`config.mk`:
```
export PLATFORM = sky130hd
export DESIGN_NAME = button_event_arbiter
export DESIGN_NICKNAME = d
export VERILOG_FILES = /design/src/rtl/button_event_arbiter.sv
export SDC_FILE = /design/constraint.sdc
export NUM_CORES = 1
export LEC_CHECK = 0
export ABC_AREA = 1
export CAP_MARGIN = 15
export CELL_PAD_IN_SITES_DETAIL_PLACEMENT = 2
export CELL_PAD_IN_SITES_GLOBAL_PLACEMENT = 2
export CORE_MARGIN = 5
export CORE_UTILIZATION = 31
export DETAILED_ROUTE_END_ITERATION = 6
export PLACE_DENSITY_LB_ADDON = 0.1
export SYNTH_ARGS = -nofsm -noshare
export SYNTH_HDL_FRONTEND = slang
export SYNTH_SLANG_ARGS = --single-unit
```
`constraint.sdc`:
```
create_clock -name clk_i -period 4.58 [get_ports clk_i]
set_input_delay 0.916 -clock clk_i [delete_from_list [all_inputs] [get_ports clk_i]]
set_output_delay 0.916 -clock clk_i [all_outputs]
set_load 0.02 [all_outputs]
```
`src/rtl/button_event_arbiter.sv`:
```
// button_event_arbiter
// Collects single-cycle button pulses into pending requests, grants them
// round-robin onto a valid/ready event port, enforces a holdoff gap after
// each accepted event, and counts cycles in which a pulse was lost because
// its request was already pending.
//
// Handshake: evt_valid_o is high only in PRESENT and evt_idx_o is stable
// while it is high; the event transfers on a rising edge where both
// evt_valid_o and evt_ready_i are high. evt_valid_o never depends
// combinationally on evt_ready_i.
module button_event_arbiter #(
   parameter int NUM_BTN = 4,
   parameter int IDX_W   = 2,
   parameter int HOLDOFF = 3,
   parameter int DROP_W  = 8
) (
   input  logic               clk_i,
   input  logic               rst_i,
   input  logic [NUM_BTN-1:0] btn_pulse_i,
   input  logic               evt_ready_i,
   input  logic               clr_drop_i,
   output logic               evt_valid_o,
   output logic [IDX_W-1:0]   evt_idx_o,
   output logic [NUM_BTN-1:0] pending_o,
   output logic [DROP_W-1:0]  drop_cnt_o,
   output logic [1:0]         state_o
);

   // Holdoff counter must be able to hold HOLDOFF; keep at least one bit.
   localparam int CNT_W = (HOLDOFF < 2) ? 1 : $clog2(HOLDOFF + 1);

   typedef enum logic [1:0] {
      S_IDLE    = 2'd0,
      S_PRESENT = 2'd1,
      S_HOLD    = 2'd2
   } state_t;

   state_t             state_q, state_d;
   logic [CNT_W-1:0]   cnt_q, cnt_d;
   logic [IDX_W-1:0]   rr_ptr_q, rr_ptr_d;
   logic [IDX_W-1:0]   evt_idx_q, evt_idx_d;
   logic [NUM_BTN-1:0] pending_q, pending_d;
   logic [DROP_W-1:0]  drop_cnt_q, drop_cnt_d;

   logic               sel_found;
   logic [IDX_W-1:0]   sel_idx;
   logic [NUM_BTN-1:0] grant_vec;
   logic [NUM_BTN-1:0] drop_vec;
   logic               any_drop;
   logic [IDX_W-1:0]   next_ptr;

   // Round-robin search: first pending bit starting at rr_ptr, wrapping.
   always_comb begin
      sel_found = 1'b0;
      sel_idx   = '0;
      for (int off = 0; off < NUM_BTN; off++) begin
         if (!sel_found && pending_q[(int'(rr_ptr_q) + off) % NUM_BTN]) begin
            sel_found = 1'b1;
            sel_idx   = IDX_W'((int'(rr_ptr_q) + off) % NUM_BTN);
         end
      end
   end

   // Pointer value after the presented index, wrapping at NUM_BTN.
   always_comb begin
      if (int'(evt_idx_q) == NUM_BTN - 1) next_ptr = '0;
      else                                next_ptr = evt_idx_q + IDX_W'(1);
   end

   // State register plus the datapath registers the FSM owns.
   always_ff @(posedge clk_i or posedge rst_i) begin
      if (rst_i) begin
         state_q    <= S_IDLE;
         cnt_q      <= '0;
         rr_ptr_q   <= '0;
         evt_idx_q  <= '0;
         pending_q  <= '0;
         drop_cnt_q <= '0;
      end else begin
         state_q    <= state_d;
         cnt_q      <= cnt_d;
         rr_ptr_q   <= rr_ptr_d;
         evt_idx_q  <= evt_idx_d;
         pending_q  <= pending_d;
         drop_cnt_q <= drop_cnt_d;
      end
   end

   // Next-state logic: grant in IDLE, wait for accept in PRESENT, count down in HOLD.
   always_comb begin
      state_d   = state_q;
      cnt_d     = cnt_q;
      rr_ptr_d  = rr_ptr_q;
      evt_idx_d = evt_idx_q;
      grant_vec = '0;
      case (state_q)
         S_IDLE: begin
            if (sel_found) begin
               grant_vec = NUM_BTN'(1) << sel_idx;
               evt_idx_d = sel_idx;
               state_d   = S_PRESENT;
            end
         end
         S_PRESENT: begin
            if (evt_ready_i) begin
               rr_ptr_d = next_ptr;
               if (HOLDOFF == 0) begin
                  state_d = S_IDLE;
               end else begin
                  cnt_d   = CNT_W'(HOLDOFF);
                  state_d = S_HOLD;
               end
            end
         end
         S_HOLD: begin
            // Leaving on cnt==1 makes the stay exactly HOLDOFF cycles long.
            if (cnt_q <= CNT_W'(1)) begin
               cnt_d   = '0;
               state_d = S_IDLE;
            end else begin
               cnt_d = cnt_q - CNT_W'(1);
            end
         end
         default: begin
            state_d = S_IDLE;
         end
      endcase
   end

   // Request latching and drop accounting; a pulse on the bit being granted re-arms it.
   always_comb begin
      drop_vec  = btn_pulse_i & pending_q & ~grant_vec;
      any_drop  = |drop_vec;
      pending_d = (pending_q & ~grant_vec) | btn_pulse_i;
      if (clr_drop_i) begin
         drop_cnt_d = any_drop ? DROP_W'(1) : '0;
      end else if (any_drop && (drop_cnt_q != {DROP_W{1'b1}})) begin
         drop_cnt_d = drop_cnt_q + DROP_W'(1);
      end else begin
         drop_cnt_d = drop_cnt_q;
      end
   end

   // Outputs decoded from registered state.
   always_comb begin
      evt_valid_o = (state_q == S_PRESENT);
      evt_idx_o   = evt_idx_q;
      pending_o   = pending_q;
      drop_cnt_o  = drop_cnt_q;
      state_o     = state_q;
   end

endmodule

```
==> flow_metrics.tcl <==
set metrics [dict create \
    worstPathRequired_ns 4.74 \
    synth-seq-cells 20 \
    critPathKind "reg -> reg" \
    worstMarginPinSlew_ns 0.801 \
    cp_slowest_cell "dfrtp_1" \
    setup_tns_ns 0 \
    drtAntennaViolNets 0 \
    clkPwrFrac_pct 11.1 \
    grt_max_degree 21 \
    p_leak_nw 0.937 \
    holdPathEnd "cnt_q[1]$_DFFE_PP0P_" \
    r2r_cells 17 \
    nets 238 \
    start_util_pct 32.3 \
    synth.avg_cell_area_um2 7.06 \
    p_int_mw 0.604 \
    setup_viol 0 \
    final_common_cell "nand2_1" \
    end_kind "flop" \
    cts-buffers-inserted 3 \
    fmax_mhz 386 \
    path_cells "inv_6, nand2_1, nand3_1, nand2_2, inv_2, nand3_2, nand2_1, nor2_1, nand3_1, nand2_1, nand2_1, inv_2, nand2_8, nand2_8, nand2_1, nand2_1, nand2_1" \
    syn_area_um2 1430 \
    skew_ns 0.00165 \
    synth.net_count 212 \
    drive_above_1_share_pct 11.5 \
    rr_endpoint "drop_cnt_o[0]$_DFFE_PP0P_" \
    cts_resized 0 \
    power_frac_seq_pct 26.6 \
    slew_headroom_pct 46.5 \
    die_w_um 77.8 \
    power_mw 1.28 \
    hold_start "cnt_q[1]$_DFFE_PP0P_" \
    portBuffers 24 \
    grt_pass1_wl_um 7690 \
    r2r_start "rr_ptr_q[0]$_DFFE_PP0P_" \
    path_max_fanout 16 \
    max_stage_delay_ns 0.74 \
    rows 24 \
    rrSetupSlack_ns 1.99 \
    p_per_area_nw_per_um2 727 \
    cts_tree "done" \
    final_cell_mix "nand2_1 (73), clkdlybuf4s50_1 (24), inv_1 (21), dfrtp_1 (20), nand3_1 (19)" \
    root_buffer "clkbuf_8" \
    fin_util_pct 39.9 \
    rsz0062_at_grt "false" \
    finalCritPeriodShare_pct 56.6 \
    status "finished clean" \
    worstSetupStartpointType "flop" \
    cts_htree_levels 1 \
    synth_cells 202 \
    post-route-min-period_ns 2.59 \
    grt_pass1_vias 1587 \
    yosysSeqAreaShare_pct 35.1 \
    hold_buffers 0 \
    clk_latency_ns 0.27 \
    route.detailed.drc 0 \
    worstPathArrival_ns 2.75 \
    yosysWarnings 0 \
    drtIter0Drc 30 \
    holdPathStages 2 \
    hold_path_class "reg -> reg" \
    cp_top_family "simple AND/OR/NAND/NOR gates" \
    crit_path_frequent_cell "nand2_1" \
    cts_setup_buffers 0 \
    n_antenna_cell 0 \
    final_max_slew_viol_count 0 \
    maxCapViolCount 0 \
    wl_um 4530 \
    via_per_inst 5.00 \
    core_area_um2 4410 \
    die_y_um 77.8 \
    gp_congestion 0.802 \
    p_comb_share_pct 62.3 \
    cts_max_path_buffers 2 \
    dp_hpwl_um 3730 \
    vias 1395 \
    dieArea_um2 6050 \
    power_switching_mw 0.675 \
    area_growth_pct 23.4 \
    crit_buf_inv 3 \
    switching_share_pct 52.8 \
    synthDistinctLibCells 28 \
    numClockSinks 20 \
    track_usage_pct 15.8 \
    path_clk_slew_ns 0.08 \
    overflow 0 \
    antenna_found_initial 0 \
    ir_drop_v 0.000249 \
    finalHoldViolations 0 \
    post_drt_wl_per_cell_um 16.2 \
    io_pins 25 \
    hold_ws_ns 0.522 \
    drtPass1Iterations 3 \
]
[logic make-up (layout without fill, tap and decap cells)]
| logic type | count (synthesis) | after routing | synth area share [%] |
|---|---|---|---|
| AND/OR/NAND/NOR | 129 | 129 | 43.6 |
| adder cells (fa/ha/maj) | 2 | 2 | 1.76 |
| buffers and inverters | 29 | 54 | 9.04 |
| flip-flops | 20 | 20 | 35.1 |
| AO/OA/AOI/OAI | 17 | 17 | 7.37 |
| XOR/XNOR | 5 | 5 | 3.07 |
[through the flow]
step / setup slack [ns] / cells / instance area, um^2
floorplan: 2.68 / 202 / 1430
global placement: 2.11 / 275 / 1700
detailed placement: 1.95 / 275 / 1700
CTS: 1.95 / 279 / 1760
global route: 1.71 / 279 / 1760
finish: 1.99 / 279 / 1760
[flip-flops by register name, indices dropped and copies added (netlist names)]
signal      flops
cnt_q           2
rr_ptr_q        2
state_o         2
drop_cnt_o      8
evt_idx_o       2
pending_o       4
[per-layer routing]
| layer | global-route usage, % | vias up | share of wire [%] |
|---|---|---|---|
| met5 | 0 | - | 0 |
| met4 | 5.15 | 0 | 1.3 |
| met3 | 1.62 | 5 | 1.5 |
| met2 | 32.1 | 12 | 59 |
| met1 | 16.3 | 689 | 38 |
| li1 | - | 689 | - |
[worst max path at each step]
stage                                       start  cells after the start                         to
after global placement    rr_ptr_q[0]$_DFFE_PP0P_                     17  drop_cnt_o[0]$_DFFE_PP0P_
after detailed placement  rr_ptr_q[0]$_DFFE_PP0P_                     17  drop_cnt_o[0]$_DFFE_PP0P_
after CTS                 rr_ptr_q[0]$_DFFE_PP0P_                     17  drop_cnt_o[0]$_DFFE_PP0P_
final                     rr_ptr_q[0]$_DFFE_PP0P_                     17  drop_cnt_o[0]$_DFFE_PP0P_
after global routing      rr_ptr_q[0]$_DFFE_PP0P_                     17  drop_cnt_o[0]$_DFFE_PP0P_
after floorplan            pending_o[3]$_DFF_PP0_                     17  drop_cnt_o[0]$_DFFE_PP0P_
[power groups by stage]
stage	Clock (mW)	Sequential (mW)	Combinational (mW)
final	0.142	0.340	0.797
after global routing	0.157	0.356	0.885
after CTS	0.146	0.343	0.813
after detailed placement	0	0.348	0.809
after global placement	0	0.335	0.762
after floorplan	0	0.358	0.521
[cell type report]
type / instances / area, um^2
Clock buffer: 4 / 55.1
Fill cell: 534 / 2660
Tap cell: 52 / 65.1
Sequential cell: 20 / 500
Multi-Input combinational cell: 153 / 796
Timing Repair Buffer: 24 / 240
Inverter: 26 / 103
[synthesized netlist by cell type, drive strengths merged]
cell / n / area (um^2)
nand3b: 3 / 26.3
nand2: 83 / 369
xnor2: 1 / 8.76
a31o: 1 / 8.76
or2: 2 / 12.5
nor2: 12 / 52.6
o21ai: 6 / 33.8
ha: 2 / 25.0
inv: 26 / 103
a21oi: 5 / 25.0
buf: 3 / 26.3
nand3: 20 / 105
xor2: 4 / 35.0
and3: 1 / 6.26
dfrtp: 20 / 500
o31ai: 1 / 7.51
a21o: 4 / 30.0
nand4: 8 / 50.1
[worst min-delay path: stages (launching register included)]
cell and delay (ns):
dfrtp_1 0.38, nand2_1 0.07, nand2_1 0.05
(Power assumes the default switching activity.)
